### config.mk
export PLATFORM = sky130hd
export DESIGN_NAME = id_ex_reg
export DESIGN_NICKNAME = d
export VERILOG_FILES = /design/src/rtl/cpu_defs.sv /design/src/rtl/id_ex_reg_hazard_detect.sv /design/src/rtl/id_ex_reg.sv
export SDC_FILE = /design/constraint.sdc
export NUM_CORES = 1
export LEC_CHECK = 0
export BUFFER_PORTS_ARGS = -buffer_cell sky130_fd_sc_hd__buf_2
export CELL_PAD_IN_SITES_DETAIL_PLACEMENT = 2
export CELL_PAD_IN_SITES_GLOBAL_PLACEMENT = 2
export CORE_MARGIN = 5
export CORE_UTILIZATION = 25
export DETAILED_ROUTE_END_ITERATION = 8
export GPL_TIMING_DRIVEN = 0
export PLACE_DENSITY = 0.78
export SYNTH_ARGS = -nofsm -noshare
export SYNTH_HDL_FRONTEND = slang
export SYNTH_SLANG_ARGS = --single-unit
### constraint.sdc
create_clock -name clk_i -period 5.2 [get_ports clk_i]
set_input_delay 0.52 -clock clk_i [delete_from_list [all_inputs] [get_ports clk_i]]
set_output_delay 0.52 -clock clk_i [all_outputs]
set_load 0.01 [all_outputs]
### src/rtl/cpu_defs.sv
// rtl/cpu_defs.sv - shared core definitions: widths, ALU/writeback/immediate encodings
package cpu_defs;
  localparam int XLEN  = 32;
  localparam int REG_W = 5;

  typedef enum logic [3:0] {
    ALU_ADD  = 4'd0,
    ALU_SUB  = 4'd1,
    ALU_SLL  = 4'd2,
    ALU_SLT  = 4'd3,
    ALU_SLTU = 4'd4,
    ALU_XOR  = 4'd5,
    ALU_SRL  = 4'd6,
    ALU_SRA  = 4'd7,
    ALU_OR   = 4'd8,
    ALU_AND  = 4'd9,
    ALU_LUI  = 4'd10
  } alu_op_e;

  typedef enum logic [1:0] {
    WB_ALU = 2'd0,
    WB_MEM = 2'd1,
    WB_PC4 = 2'd2,
    WB_IMM = 2'd3
  } wb_sel_e;

  typedef enum logic [2:0] {
    IMM_I = 3'd0,
    IMM_S = 3'd1,
    IMM_B = 3'd2,
    IMM_U = 3'd3,
    IMM_J = 3'd4
  } imm_sel_e;

  typedef struct packed {
    logic reg_we;
    logic mem_we;
    logic mem_re;
    logic branch;
    logic jump;
  } ctrl_t;
endpackage

### src/rtl/id_ex_reg_hazard_detect.sv
// rtl/id_ex_reg_hazard_detect.sv - combinational load-use compare between EX destination and ID sources
module hazard_detect
  import cpu_defs::*;
(
  input  logic             ex_valid_i,
  input  logic             ex_mem_re_i,
  input  logic [REG_W-1:0] ex_rd_i,
  input  logic             id_valid_i,
  input  logic             id_rs1_used_i,
  input  logic             id_rs2_used_i,
  input  logic [REG_W-1:0] id_rs1_i,
  input  logic [REG_W-1:0] id_rs2_i,
  output logic             load_use_o
);
  logic rs1_hit;
  logic rs2_hit;

  assign rs1_hit    = id_rs1_used_i & (id_rs1_i == ex_rd_i);
  assign rs2_hit    = id_rs2_used_i & (id_rs2_i == ex_rd_i);
  // x0 is never a real destination, so a load to x0 cannot create a dependency
  assign load_use_o = ex_valid_i & ex_mem_re_i & (ex_rd_i != '0) & id_valid_i & (rs1_hit | rs2_hit);
endmodule

### src/rtl/id_ex_reg.sv
// rtl/id_ex_reg.sv - ID/EX pipeline register with load-use stall, flush, hold and bubble counter
module id_ex_reg
  import cpu_defs::*;
#(
  parameter int XLEN  = cpu_defs::XLEN,
  parameter int CNT_W = 16
) (
  input  logic             clk_i,
  input  logic             reset_i,
  input  logic             id_valid_i,
  input  logic [XLEN-1:0]  id_pc_i,
  input  logic [XLEN-1:0]  id_rs1_data_i,
  input  logic [XLEN-1:0]  id_rs2_data_i,
  input  logic [XLEN-1:0]  id_ext_i,
  input  logic [REG_W-1:0] id_rs1_i,
  input  logic [REG_W-1:0] id_rs2_i,
  input  logic [REG_W-1:0] id_rd_i,
  input  logic             id_rs1_used_i,
  input  logic             id_rs2_used_i,
  input  logic [3:0]       id_alu_op_i,
  input  logic [1:0]       id_wb_sel_i,
  input  logic             id_reg_we_i,
  input  logic             id_mem_we_i,
  input  logic             id_mem_re_i,
  input  logic             id_branch_i,
  input  logic             id_jump_i,
  input  logic             flush_i,
  input  logic             hold_i,
  output logic             stall_o,
  output logic             ex_valid_o,
  output logic [XLEN-1:0]  ex_pc_o,
  output logic [XLEN-1:0]  ex_rs1_data_o,
  output logic [XLEN-1:0]  ex_rs2_data_o,
  output logic [XLEN-1:0]  ex_ext_o,
  output logic [REG_W-1:0] ex_rs1_o,
  output logic [REG_W-1:0] ex_rs2_o,
  output logic [REG_W-1:0] ex_rd_o,
  output logic             ex_rs1_used_o,
  output logic             ex_rs2_used_o,
  output logic [3:0]       ex_alu_op_o,
  output logic [1:0]       ex_wb_sel_o,
  output logic             ex_reg_we_o,
  output logic             ex_mem_we_o,
  output logic             ex_mem_re_o,
  output logic             ex_branch_o,
  output logic             ex_jump_o,
  output logic [CNT_W-1:0] bubble_cnt_o
);
  typedef struct packed {
    logic             valid;
    logic [XLEN-1:0]  pc;
    logic [XLEN-1:0]  rs1_data;
    logic [XLEN-1:0]  rs2_data;
    logic [XLEN-1:0]  ext;
    logic [REG_W-1:0] rs1;
    logic [REG_W-1:0] rs2;
    logic [REG_W-1:0] rd;
    logic             rs1_used;
    logic             rs2_used;
    logic [3:0]       alu_op;
    logic [1:0]       wb_sel;
    ctrl_t            ctrl;
  } ex_t;

  ex_t              ex_q, ex_d;
  logic [CNT_W-1:0] cnt_q, cnt_d;
  logic             load_use;

  hazard_detect u_hazard (
    .ex_valid_i    (ex_q.valid),
    .ex_mem_re_i   (ex_q.ctrl.mem_re),
    .ex_rd_i       (ex_q.rd),
    .id_valid_i    (id_valid_i),
    .id_rs1_used_i (id_rs1_used_i),
    .id_rs2_used_i (id_rs2_used_i),
    .id_rs1_i      (id_rs1_i),
    .id_rs2_i      (id_rs2_i),
    .load_use_o    (load_use)
  );

  // a flush overrides the stall so IF/ID can accept the redirected fetch
  assign stall_o = !flush_i & (hold_i | load_use);

  always_comb begin
    ex_d  = ex_q;
    cnt_d = cnt_q;
    if (flush_i) begin
      ex_d = '0;
    end else if (hold_i) begin
      ex_d = ex_q;
    end else if (load_use) begin
      ex_d = '0;
      if (cnt_q != '1) cnt_d = cnt_q + 1'b1;
    end else begin
      ex_d.valid    = id_valid_i;
      ex_d.pc       = id_pc_i;
      ex_d.rs1_data = id_rs1_data_i;
      ex_d.rs2_data = id_rs2_data_i;
      ex_d.ext      = id_ext_i;
      ex_d.rs1      = id_rs1_i;
      ex_d.rs2      = id_rs2_i;
      ex_d.rd       = id_rd_i;
      ex_d.rs1_used = id_rs1_used_i;
      ex_d.rs2_used = id_rs2_used_i;
      ex_d.alu_op   = id_alu_op_i;
      ex_d.wb_sel   = id_wb_sel_i;
      // an invalid slot must never write architectural state
      ex_d.ctrl     = id_valid_i ? {id_reg_we_i, id_mem_we_i, id_mem_re_i, id_branch_i, id_jump_i} : '0;
    end
  end

  always_ff @(posedge clk_i or posedge reset_i) begin
    if (reset_i) begin
      ex_q  <= '0;
      cnt_q <= '0;
    end else begin
      ex_q  <= ex_d;
      cnt_q <= cnt_d;
    end
  end

  assign ex_valid_o    = ex_q.valid;
  assign ex_pc_o       = ex_q.pc;
  assign ex_rs1_data_o = ex_q.rs1_data;
  assign ex_rs2_data_o = ex_q.rs2_data;
  assign ex_ext_o      = ex_q.ext;
  assign ex_rs1_o      = ex_q.rs1;
  assign ex_rs2_o      = ex_q.rs2;
  assign ex_rd_o       = ex_q.rd;
  assign ex_rs1_used_o = ex_q.rs1_used;
  assign ex_rs2_used_o = ex_q.rs2_used;
  assign ex_alu_op_o   = ex_q.alu_op;
  assign ex_wb_sel_o   = ex_q.wb_sel;
  assign ex_reg_we_o   = ex_q.ctrl.reg_we;
  assign ex_mem_we_o   = ex_q.ctrl.mem_we;
  assign ex_mem_re_o   = ex_q.ctrl.mem_re;
  assign ex_branch_o   = ex_q.ctrl.branch;
  assign ex_jump_o     = ex_q.ctrl.jump;
  assign bubble_cnt_o  = cnt_q;
endmodule

Word-level counts from Yosys, hierarchy flattened --
Cells that the tools add are included.
Storage, ports and cells: flip-flop bits (word level) 173, bits in latches 0, memory bits (writable) 0, bits in read-only memories 0, output and inout bits 174, logic and storage cells 41, memories kept 0
Cells by class: $add $sub $neg 1, multiply operators 0, div/mod/pow operators 0, magnitude comparators 0, equality and inequality tests 4, shifts and indexed selects 0, mux-type cells 4, bitwise operators 11, reductions and logical operators 3
Operators by type and width (number):
- 157-bit 2-to-1 mux | 3
- 16-bit by 1-bit adder with 16-bit output (second input constant) | 1
- 16-bit != test (second input constant) | 1
- 5-bit equality test | 2
- 1-bit bitwise AND | 7
- 5-bit 2-to-1 mux | 1
- 5-bit nonzero test | 1
- 4-bit AND reduction | 1
- 2-bit != test (second input constant) | 1
- 1-bit inverter | 2
- 1-bit OR | 2
- 1-bit logical NOT | 1

Logic depth before layout (Yosys ltp) --
depth after elaboration 7, mapped depth 7, gate-level depth less buffers 6

By module --
A second synthesis with hierarchy kept.
Second synthesis, totals: cells, all modules 442, area total of the unflattened synthesis 6404.9 um2
Modules (own cells, without submodules):
- id_ex_reg | times used 1, cells each 425, area an instance 6273.5 um2
- hazard_detect | times used 1, cells each 17, area an instance 131.4 um2

Worst setup path after synthesis --
Ideal clock, no wire load.
path type register -> output, from reg ex_q, in the netlist ex_rd_o[0], to out stall_o, arrival time 1.665 ns, data required time 4.680 ns, setup slack 3.015 ns, stages on the path, launching flop included 7, path through dfrtp_1 -> xnor2_1 -> nand4_1 -> o22ai_2 -> clkbuf_1 -> a21oi_1 -> nor2_1
On the way: longest elaborated chain between the ends 6, elaborated cells between the ends (all ways) 11
RTL lines:
- from (decl) | RTL line id_ex_reg.sv:65 | ex_t ex_q, ex_d;
- from (signal assigned) | RTL line id_ex_reg.sv:114 | ex_q <= '0;
- from (signal assigned) | RTL line id_ex_reg.sv:117 | ex_q <= ex_d;
- 5-bit equality test, or another cell as far along | RTL line id_ex_reg_hazard_detect.sv:18 | assign rs1_hit = id_rs1_used_i & (id_rs1_i == ex_rd_i);
- 1-bit bitwise AND (on tied branches) | RTL line id_ex_reg_hazard_detect.sv:18, id_ex_reg_hazard_detect.sv:19, id_ex_reg_hazard_detect.sv:21
- 1-bit OR / 1-bit bitwise AND (equally long branches) | RTL line id_ex_reg_hazard_detect.sv:21 | assign load_use_o = ex_valid_i & ex_mem_re_i & (ex_rd_i != '0) & id_valid_i & (rs1_hit | rs2_hit);
- 1-bit bitwise AND (*) | RTL line id_ex_reg_hazard_detect.sv:21
- 1-bit OR (*) | RTL line id_ex_reg.sv:82 | assign stall_o = !flush_i & (hold_i | load_use);
- 1-bit bitwise AND (*) | RTL line id_ex_reg.sv:82
- to (decl) | RTL line id_ex_reg.sv:29 | output logic stall_o,
Every way passes the cells marked *; elsewhere a longest branch is shown, timed or not.

Final worst setup path --
Same ends and word-level chain as after synthesis.

==> flow_summary.json <==
{
  "ios": 335,
  "synthFlopType": "dfrtp_1",
  "area_growth_pct": 42.2,
  "port_buffers": 334,
  "fmax_mhz": 319,
  "cts-root-buf": "clkbuf_16",
  "cpPeakStageDelay_ps": 490,
  "wl_um": 24700,
  "nNetsFinal": 972,
  "utilization_pct": 35.9,
  "vias_per_cell": 4.70,
  "rsz0062_at_grt": "no",
  "syn_nets": 613,
  "worstReg2RegStart": "bubble_cnt_o[0]",
  "setup_viol": 0,
  "syn_area_per_cell_um2": 14.5,
  "route.detailed.drc": 0,
  "initial_core_util_pct": 25.2,
  "cts_made_buffers": 17,
  "synth_top_area_cell": "dfrtp_1",
  "synth_common_cells": "dfrtp_1, a22o_1, xnor2_1",
  "hold_path.class": "input port to flip-flop",
  "leakage_nw": 4.98,
  "met1_length_um": 9920,
  "grt_max_degree": 41,
  "synth-seq-cells": 173,
  "first_pass_iters": 4,
  "dr_wl_met3_um": 2110,
  "critPathMaxFanout": 10,
  "multi_input_area_um2": 1960,
  "gp_congestion": 0.766,
  "cellPowerDensity_nw_per_um2": 327,
  "synth_top_area_share_pct": 66.2,
  "yosysSeqAreaShare_pct": 66.2,
  "n_fill_cell": 2828,
  "combPwrFrac_pct": 12.0,
  "post_cts_buffers": 0,
  "switching_share_pct": 27.0,
  "period_share_pct": 60.3,
  "cts_htree_levels": 4,
  "r2r_cells": 6,
  "drive_gt1_share_pct": 47.9,
  "die_x_um": 172,
  "grtUsageTotal_pct": 16.3,
  "clkLatencyLatePin_ps": 420,
  "p_int_mw": 2.22,
  "finalSetupTns_ps": 0,
  "grt_overflow": 0,
  "hpwlAfterDp_um": 19500,
  "wl_per_cell_um": 21.3,
  "end_kind": "output pin",
  "cts_resized": 0,
  "cts_tree": "built",
  "instances_no_fill": 1160,
  "ys_top_cells_by_area": "dfrtp_1, a22o_1, xnor2_1, buf_6, clkbuf_1",
  "synth-warning-count": 0,
  "drt_iter0_markers": 234,
  "fin_crit_ps": 3130,
  "cap_violations": 0,
  "clockPowerShare_pct": 40.1,
  "antenna_left": 0,
  "regToRegSetupSlack_ps": 2860,
  "netlist_area_um2": 6540,
  "core_um2": 25900,
  "critPathSlowestCell": "o22ai_2",
  "critPathLaunch": "ex_rd_o[0]",
  "synthCells": 451,
  "die-area_um2": 29500,
  "cts_sinks": 173,
  "finalHoldViolations": 0,
  "synth_cell_types": 30,
  "top_layer": "met5",
  "switchingPower_uw": 822,
  "crit_chain": "xnor2_1 -> nand4_1 -> o22ai_2 -> clkbuf_1 -> a21oi_1 -> nor2_1 -> buf_2",
  "row_count": 59,
  "grt_pass1_wl_um": 37300,
  "via_count": 5451,
  "report.final.slew_viol_count": 0,
  "clk_pin_slew_ps": 80,
  "seqCellArea_um2": 4330,
  "seq_power_share_pct": 47.9,
  "synth-edff-count": 0,
  "cp.required_ps": 4680,
  "met2WireLength_um": 12400,
  "r2r-end": "bubble_cnt_o[1]",
  "critPathArrivalTime_ps": 2610,
  "placedCellCount": 1125,
  "yosysMostFrequentCell": "dfrtp_1",
  "max-vdd-ir-drop_mv": 0.143,
  "first_global_vias": 6082,
  "cts.path.max_buffers": 2,
  "tightestPinTransition_ps": 803,
  "startpoint_type": "flip-flop",
  "die_y_um": 172,
  "clock_skew_ps": 11.0,
  "async_reset_ff_share_pct": 100,
  "slew_headroom_pct": 46.5,
  "crit_path_end": "stall_o",
  "antenna_found_initial": 7,
  "critPathKind": "flip-flop to output pin",
  "outcome": "completed"
}
-- routing by layer --
| metal | global-route usage, % | vias to the layer above |
|---|---|---|
| li1 | - | 2458 |
| met1 | 19.7 | 2759 |
| met2 | 28.5 | 205 |
| met3 | 5.54 | 21 |
| met4 | 3.34 | 8 |
| met5 | 0 | - |
-- how the worst min path moves through the flow --
stage / start / endpoint / slack [ps] / cells after the start
floorplan: bubble_cnt_o[15] / bubble_cnt_o[15] / 530 / 1
global placement: ex_mem_we_o / ex_mem_we_o / 470 / 1
detailed placement: reset_i / ex_rs1_data_o[0] / 450 / 2
CTS: id_ext_i[22] / ex_ext_o[22] / 290 / 2
global route: id_pc_i[31] / ex_pc_o[31] / 290 / 2
finish: id_ext_i[22] / ex_ext_o[22] / 310 / 2
-- final cells by class --
class / instances / area share (%)
flip-flops and latches: 173 / 46.6
multi-input cells: 241 / 21.1
repair buffers: 340 / 19.2
clock buffers: 20 / 4.81
well taps: 335 / 4.51
plain buffers: 35 / 2.61
clock inverters: 12 / 1.10
inverters: 2 / 0.121
diodes: 2 / 0.0538
-- flip-flops by register name, indices dropped and copies added (netlist names) --
name and flops:
ex_branch_o 1, ex_rs1_o 5, ex_ext_o 32, ex_valid_o 1
bubble_cnt_o 16, ex_wb_sel_o 2, ex_rs2_used_o 1, ex_alu_op_o 4
ex_jump_o 1, ex_rd_o 5, ex_rs1_used_o 1, ex_mem_re_o 1
ex_pc_o 32, ex_rs2_data_o 32, ex_rs2_o 5, ex_reg_we_o 1
ex_rs1_data_o 32, ex_mem_we_o 1
-- through the flow --
step	worst slack [ps]	hold slack [ps]	area, um^2	total power, mW
floorplan	2470	525	6540	1.64
global placement	1210	468	8630	1.83
detailed placement	2300	454	8730	1.86
finish	2070	309	9300	3.04
global route	1870	289	9300	3.19
CTS	1990	287	9290	3.10
-- cells by family after synthesis --
group / share of synthesized area [%]
flip-flops: 66.2
XOR/XNOR: 3.35
AO/OA/AOI/OAI: 21.9
AND/OR/NAND/NOR: 4.33
buffers and inverters: 3.83
adder cells (fa/ha/maj): 0.191
multiplexers: 0.172
-- layout by cell type, fill, tap and decap left out --
cell	netlist	final
buf_6	14	14
a32o_1	5	5
nand4b_1	1	1
or2_2	1	1
dlygate4sd3_1	0	1
a22o_1	152	152
and3_1	2	2
buf_4	1	1
nand2_1	10	10
buf_12	0	5
nor2_1	8	8
clkbuf_1	18	20
buf_2	2	336
inv_2	1	1
nor2b_1	1	1
nand3_1	10	10
dfrtp_1	173	173
xnor2_1	25	25
inv_6	0	4
ha_1	1	1
a21oi_4	1	1
inv_8	0	1
nand3b_1	1	1
o22ai_2	1	1
or4_1	1	1
diode_2	0	2
clkinv_4	0	3
or4_4	1	1
nor3_1	4	4
nand4_1	9	9
clkbuf_8	0	1
o21ai_4	1	1
a21oi_1	1	1
nor4bb_1	1	1
clkbuf_16	0	17
nor4_1	3	3
mux2_2	1	1
clkinvlp_4	0	5
-- critical path: cells and delay by family (launching register included) --
kind	cells	cell delay, ps
AOI/OAI and AO/OA	2	620
xor gates and xnor gates	1	250
buffers and inverters	2	590
and+or+nand+nor	2	270
DFF	1	470
-- power groups by stage --
stage	registers (mW)	logic [mW]	clock network [mW]
floorplan	1.51	0.135	0
global placement	1.48	0.355	0
detailed placement	1.48	0.376	0
CTS	1.46	0.377	1.27
global route	1.46	0.400	1.33
finish	1.46	0.365	1.22
-- timing repair --
action | in CTS | in global routing
setup endpoints to repair | 0 | 0
hold buffers | 1 | 0
endpoints found under the hold margin | 1 | 0
Note: power is estimated with default switching activity, not from simulation.
